<file path="src/rtl/abl_pkg.sv">
// Shared definitions for the address-low block: op field layout, base and
// addend select codes, and the interrupt/reset vector low bytes.
// Vector constants are only referenced when ABL_VECTOR_EN is defined.
package abl_pkg;

  localparam int unsigned DW          = 8;  // data/address byte width
  localparam int unsigned SW          = DW + 1; // adder width including carry
  localparam int unsigned OPW         = 6;
  localparam int unsigned OP_BASE_LSB = 0;
  localparam int unsigned OP_BASE_W   = 3;
  localparam int unsigned OP_SEL_LSB  = 3;
  localparam int unsigned OP_SEL_W    = 2;
  localparam int unsigned OP_CI_BIT   = 5;

  // Base operand select, op[2:0]
  typedef enum logic [OP_BASE_W-1:0] {
    BASE_ABL     = 3'b000,
    BASE_PCL     = 3'b001,
    BASE_DB      = 3'b010,
    BASE_TMP     = 3'b011,
    BASE_SP      = 3'b100,
    BASE_VEC     = 3'b101,
    BASE_ZERO    = 3'b110,
    BASE_ABL_ALT = 3'b111
  } base_e;

  // Addend select, op[4:3]; doubles as the vector select when base is BASE_VEC
  typedef enum logic [OP_SEL_W-1:0] {
    ADD_ZERO     = 2'b00,
    ADD_REG      = 2'b01,
    ADD_ZERO_ALT = 2'b10,
    ADD_ONES     = 2'b11
  } addend_e;

  localparam logic [DW-1:0] VEC_NMI = 8'hFA;
  localparam logic [DW-1:0] VEC_RST = 8'hFC;
  localparam logic [DW-1:0] VEC_IRQ = 8'hFE;

endpackage

</file>
<file path="src/rtl/abl_base_mux.sv">
// Base operand selection for the address-low adder, including the vector
// low-byte decode (only built when ABL_VECTOR_EN is defined; otherwise the
// vector base reads as zero).
// Ports: abl/pcl/db/tmp/sp candidate bases, base_sel (op[2:0]),
//        vec_sel (op[4:3]), base (selected 8-bit operand, combinational).
module abl_base_mux
  import abl_pkg::*;
(
  input  logic [DW-1:0]       abl,
  input  logic [DW-1:0]       pcl,
  input  logic [DW-1:0]       db,
  input  logic [DW-1:0]       tmp,
  input  logic [DW-1:0]       sp,
  input  base_e               base_sel,
  input  logic [OP_SEL_W-1:0] vec_sel,
  output logic [DW-1:0]       base
);

  logic [DW-1:0] vec_byte;

`ifdef ABL_VECTOR_EN
  // Vector low byte: NMI, RESET, IRQ/BRK, and the spare code aliases IRQ
  always_comb begin
    vec_byte = VEC_IRQ;
    case (vec_sel)
      2'b00:   vec_byte = VEC_NMI;
      2'b01:   vec_byte = VEC_RST;
      default: vec_byte = VEC_IRQ;
    endcase
  end
`else
  logic unused_vec_sel;
  assign unused_vec_sel = ^vec_sel;
  assign vec_byte       = '0;
`endif

  always_comb begin
    base = '0;
    case (base_sel)
      BASE_ABL, BASE_ABL_ALT: base = abl;
      BASE_PCL:               base = pcl;
      BASE_DB:                base = db;
      BASE_TMP:               base = tmp;
      BASE_SP:                base = sp;
      BASE_VEC:               base = vec_byte;
      default:                base = '0;
    endcase
  end

endmodule

</file>
<file path="src/rtl/abl.sv">
// Address-low block: 8-bit adder forming the next address-low byte (ADL) and
// its carry (CO) to the address-high block, plus the ABL, PCL and TMP
// registers. Optional vector-constant base enabled by macro ABL_VECTOR_EN.
// Ports: clk, RST (sync active-high), DB (data bus), REG (X/Y index),
//        SP (stack pointer), op (base/addend/carry-in), ld_tmp, ld_pc,
//        inc_pc; ADL/CO combinational, ABL/PCL registered.
module abl
  import abl_pkg::*;
(
  input  logic           clk,
  input  logic           RST,
  input  logic [DW-1:0]  DB,
  input  logic [DW-1:0]  REG,
  input  logic [DW-1:0]  SP,
  input  logic [OPW-1:0] op,
  input  logic           ld_tmp,
  input  logic           ld_pc,
  input  logic           inc_pc,
  output logic [DW-1:0]  ADL,
  output logic           CO,
  output logic [DW-1:0]  ABL,
  output logic [DW-1:0]  PCL
);

  logic [DW-1:0]       abl_q;
  logic [DW-1:0]       pcl_q;
  logic [DW-1:0]       tmp_q;
  logic [DW-1:0]       base;
  logic [DW-1:0]       addend;
  logic [SW-1:0]       sum;
  base_e               base_sel;
  logic [OP_SEL_W-1:0] sel;
  logic                ci;

  assign base_sel = base_e'(op[OP_BASE_LSB +: OP_BASE_W]);
  assign sel      = op[OP_SEL_LSB +: OP_SEL_W];
  assign ci       = op[OP_CI_BIT];

  abl_base_mux u_base_mux (
    .abl      (abl_q),
    .pcl      (pcl_q),
    .db       (DB),
    .tmp      (tmp_q),
    .sp       (SP),
    .base_sel (base_sel),
    .vec_sel  (sel),
    .base     (base)
  );

  // Addend; the vector base always adds zero since op[4:3] picks the vector
  always_comb begin
    addend = '0;
    if (base_sel != BASE_VEC) begin
      case (addend_e'(sel))
        ADD_REG:  addend = REG;
        ADD_ONES: addend = '1;
        default:  addend = '0;
      endcase
    end
  end

  // 9-bit sum: ADL is the low byte, CO the carry (CO=0 with FF addend = borrow)
  assign sum = SW'(base) + SW'(addend) + SW'(ci);
  assign ADL = sum[DW-1:0];
  assign CO  = sum[DW];

  // ABL follows ADL every cycle; TMP and PCL load on demand, reset wins
  always_ff @(posedge clk) begin
    if (RST) begin
      abl_q <= '0;
      pcl_q <= '0;
      tmp_q <= '0;
    end else begin
      abl_q <= sum[DW-1:0];
      if (ld_tmp) tmp_q <= DB;
      if (ld_pc)  pcl_q <= abl_q + DW'(inc_pc);
    end
  end

  assign ABL = abl_q;
  assign PCL = pcl_q;

endmodule

</file>
<file path="config.mk">
export PLATFORM = sky130hd
export DESIGN_NAME = abl
export DESIGN_NICKNAME = d
export VERILOG_FILES = /design/src/rtl/abl_pkg.sv /design/src/rtl/abl_base_mux.sv /design/src/rtl/abl.sv
export SDC_FILE = /design/constraint.sdc
export NUM_CORES = 1
export LEC_CHECK = 0
export BUFFER_PORTS_ARGS = -buffer_cell sky130_fd_sc_hd__buf_2
export CAP_MARGIN = 30
export CORE_AREA = 2 2 66 68
export DETAILED_ROUTE_END_ITERATION = 7
export DIE_AREA = 0 0 68 70
export PLACE_DENSITY = 0.74
export REMOVE_ABC_BUFFERS = 1
export SLEW_MARGIN = 20
export SYNTH_ARGS = -nofsm -noshare
export SYNTH_HDL_FRONTEND = slang
export SYNTH_SLANG_ARGS = --single-unit
export TNS_END_PERCENT = 1
</file>
<file path="constraint.sdc">
create_clock -name clk -period 3.9 [get_ports clk]
set_clock_uncertainty 0.2 [all_clocks]
set_input_delay 0.78 -clock clk [delete_from_list [all_inputs] [get_ports clk]]
set_output_delay 0.78 -clock clk [all_outputs]
set_load 0.005 [all_outputs]
</file>
==> results by group <==
Setup path
  – Worst Path Required: 2.92 ns
  – Crit-path max cell delay: 0.51 ns
  – Arr. time, crit path: 2.99 ns
  – Crit path cell chain: buf_2 > mux4_2 > nor2_2 > a21oi_2 > fa_2 > inv_2 > fa_2 > nor2b_2 > o31a_1 > o21a_1 > nor2_2 > buf_2
  – Max FO, Critical Path: 3
  – R2R Setup Slk: 1.22 ns
  – Slowest stage cell, crit path: mux4_2
  – Setup CP Type: input pin to output port
  – Worst r2r src: ABL[0]$_SDFF_PP0_
  – CP Launch Type: input pin
  – FF-to-FF End: ABL[6]$_SDFF_PP0_
  – Reg2Reg Depth: 10
  – Setup crit end kind: output port

CTS
  – Clk sinks: 24
  – Clk slew on worst S/H paths: about 0.08 ns
  – Total CTS buffers: 3
  – Skew-Pair Late Insertion Delay: 0.27 ns
  – Clock Tree Buf Depth: 2
  – Htree depth: 1
  – Root buffer cell: clkbuf_8
  – CTS tree: built
  – Post-CTS setup buffer count: 0

Final layout
  – Layout Cells excl Fill: approximately 330
  – Syn-to-layout area delta: 32.2%
  – Nets: 327
  – Layout cells sized above 1: 0.389
  – Antenna cells: 0

Hold path
  – Worst hold start: tmp_q[6]$_SDFFE_PP0P_
  – Hold crit path type: register to register
  – Hold path depth: 2
  – Worst Hold Endpoint: tmp_q[6]$_SDFFE_PP0P_

Synth
  – Post-synth EDFFs: 0
  – Async set-reset flop share out of synthesis: 0
  – Avg Cell Area, Syn: 8.56 um2
  – Syn. warnings: 0
  – Cells after synthesis: 206
  – Seq/Total Area, Yosys: 0.273
  – Primary FF master, synth: dfxtp_1
  – Register bit total from synthesis: 24
  – Mapped cell area: between 1500 and 2000 um2
  – Netlist cell types: 47

Floorplan
  – Core area: around 4100 um2
  – Die Area: 4760 um2
  – FP Rows: 24
  – # IOs: 60
  – Die Wd: roughly 70 um
  – DIE HEIGHT: about 70 um
  – Starting Density: 0.425

Global route
  – Vias in the first global route: roughly 1.6k
  – All-Layer GR Usage: 0.197
  – First-pass GRT wire length: 7280 um
  – Antenna violations before repair: 0
  – GRT overflow: 0
  – Largest net degree at the start of global routing: 25

Power
  – Maximum VDD drop: roughly 0.00024 V
  – PwrDens: 347 nW/um2
  – Internal power: 542 uW
  – Lkg Pwr: 0.00113 uW
  – Sw frac: 0.330
  – P_sw: ~270 uW
  – Sequential Power Share: 0.377
  – Comb power frac: 0.410
  – Clock share of power: 0.212

Placed design
  – IO Port Bufs: 59
  – GP Congestion: 0.867
  – Inst Count DP: 328
  – HPWL after DPL: ~3700 um

STA
  – RSZ-0062 raised after global routing: true
  – Slew @ Worst Pin: 0.464 ns
  – F_max: roughly 0.25 GHz
  – Setup-failing EPs final: 3
  – Final Max Slew Viols: 0
  – Fin crit period: 3.97 ns
  – Final Cycle Share: 1.02
  – Final setup TNS: -0.0984 ns
  – Slew HR: 0.691
  – Final hold vios: 0
  – Setup WS post-layout: -0.0697 ns

Run status
  – Failing checks: setup timing
  – Status: finished, violations left

Drt
  – Total Wirelength: around 4600 um
  – WL met3: around 240 um
  – Vias per cell: 5.33
  – DRC Markers: 0
  – Avg WL per Cell: 13.8 um
  – Pre-Repair DR Iteration Count: 4
  – DR vias: 1770
  – Wire length on met1: 2020 um
  – DRT iter0 DRCs: 62
  – Antenna-violating nets left: 0
  – Top Layer Used: met4
  – Met2 wire length: approximately 2300 um

Job
  – Max-cap violations: 0
## layout make-up
type / instances / area [um2]
Clock buffer: 4 / 55.1
Fill cell: 405 / 1810
Inverter: 7 / 26.3
Multi-Input combinational cell: 163 / 1220
Sequential cell: 24 / 480
Tap cell: 52 / 65.1
Timing Repair Buffer: 82 / 483
## critical path: cells and delay by family
family,cells,cell delay [ns]
buffers and inverters,3,0.28
and+or+nand+nor,3,0.27
adders and majority gates,2,0.59
muxes,1,0.51
AOI/OAI and AO/OA,3,0.56
## layout by cell type, fill, tap and decap left out, drive strengths merged, types with 2 or more instances in the layout
cell type	instances
buf	82
nor2	41
dfxtp	24
mux2i	13
a22oi	10
ha	9
nand2	9
a21oi	9
nor2b	8
inv	7
a211oi	7
xnor2	5
nor3	5
o21ai	5
mux4	4
nand3	4
clkbuf	4
mux2	4
o221ai	3
o21a	3
xor2	3
a21o	3
and2b	2
and3	2
fa	2
## cell families after synthesis
group | after synthesis | share of synthesized area
compound gates | 45 | 0.183
xor+xnor | 8 | 0.0397
fa+ha+maj | 11 | 0.0866
buf+inv | 19 | 0.0539
flops | 24 | 0.273
mux | 21 | 0.155
simple gates | 78 | 0.209
## sequential cells by signal (all words and copies together) (netlist names)
| name | count |
|---|---|
| ABL | 8 |
| PCL | 8 |
| tmp_q | 8 |
## Yosys cell counts, types with 2 or more instances
cell,count,share of area
nor2_1,40,0.085
dfxtp_1,24,0.27
mux2i_1,13,0.074
a22oi_1,10,0.043
a21oi_1,9,0.026
ha_1,9,0.064
nand2_1,8,0.017
nor2b_1,8,0.028
inv_1,6,0.013
a211oi_1,5,0.021
nor3_1,5,0.014
xnor2_1,5,0.025
buf_2,4,0.011
clkbuf_1,4,0.0085
mux4_2,4,0.051
nand3_1,4,0.011
o21ai_0,4,0.011
o21a_1,3,0.013
o221ai_1,3,0.015
xor2_1,3,0.015
a211oi_2,2,0.014
a21o_1,2,0.0085
and2b_1,2,0.0085
and3_1,2,0.0071
buf_6,2,0.013
fa_1,2,0.023
mux2_2,2,0.013
mux2_4,2,0.017
## layer usage
layer,up-vias,GRT usage
li1,889,-
met1,826,0.260
met2,53,0.340
met3,2,0.0370
met4,0,0.0200
met5,-,0
## stage by stage
| step | total power [uW] | hold WS, ns | util | worst slack [ns] | instance area [um2] |
|---|---|---|---|---|---|
| 6_report | 809 | 0.299 | 0.563 | -0.0697 | 2330 |
| 5_1_grt | 863 | 0.328 | 0.563 | -0.160 | 2330 |
| 4_1_cts | 809 | 0.304 | 0.558 | -0.0457 | 2310 |
| 3_5_place_dp | 632 | 0.286 | 0.540 | -0.172 | 2240 |
| 3_3_place_gp | 624 | 0.270 | 0.540 | -0.0118 | 2240 |
| 2_1_floorplan | 474 | 0.254 | - | 0.218 | 1690 |
## power by group through the flow
stage | sequential (uW) | clock, uW | combinational (uW)
final | 305 | 172 | 332
after global routing | 309 | 185 | 368
after CTS | 305 | 176 | 328
after detailed placement | 311 | 0 | 321
after global placement | 310 | 0 | 314
after floorplan | 305 | 0 | 169
## worst max-delay path by stage
stage,slack [ns],start,depth (start not counted),to
after floorplan,0.22,op[1],10,ADL[6]
after global placement,-0.01,op[0],12,ADL[7]
after detailed placement,-0.17,op[0],13,ADL[4]
after CTS,-0.05,op[1],12,ADL[6]
after global routing,-0.16,op[1],12,ADL[6]
final,-0.07,op[1],12,ADL[6]
## timing repair
item,4_1_cts,5_1_grt
setup endpoints to repair,5,5
pin swaps,1,0
hold buffers,0,0
gates resized for setup,6,8
Note: power is estimated with default switching activity, not from simulation.
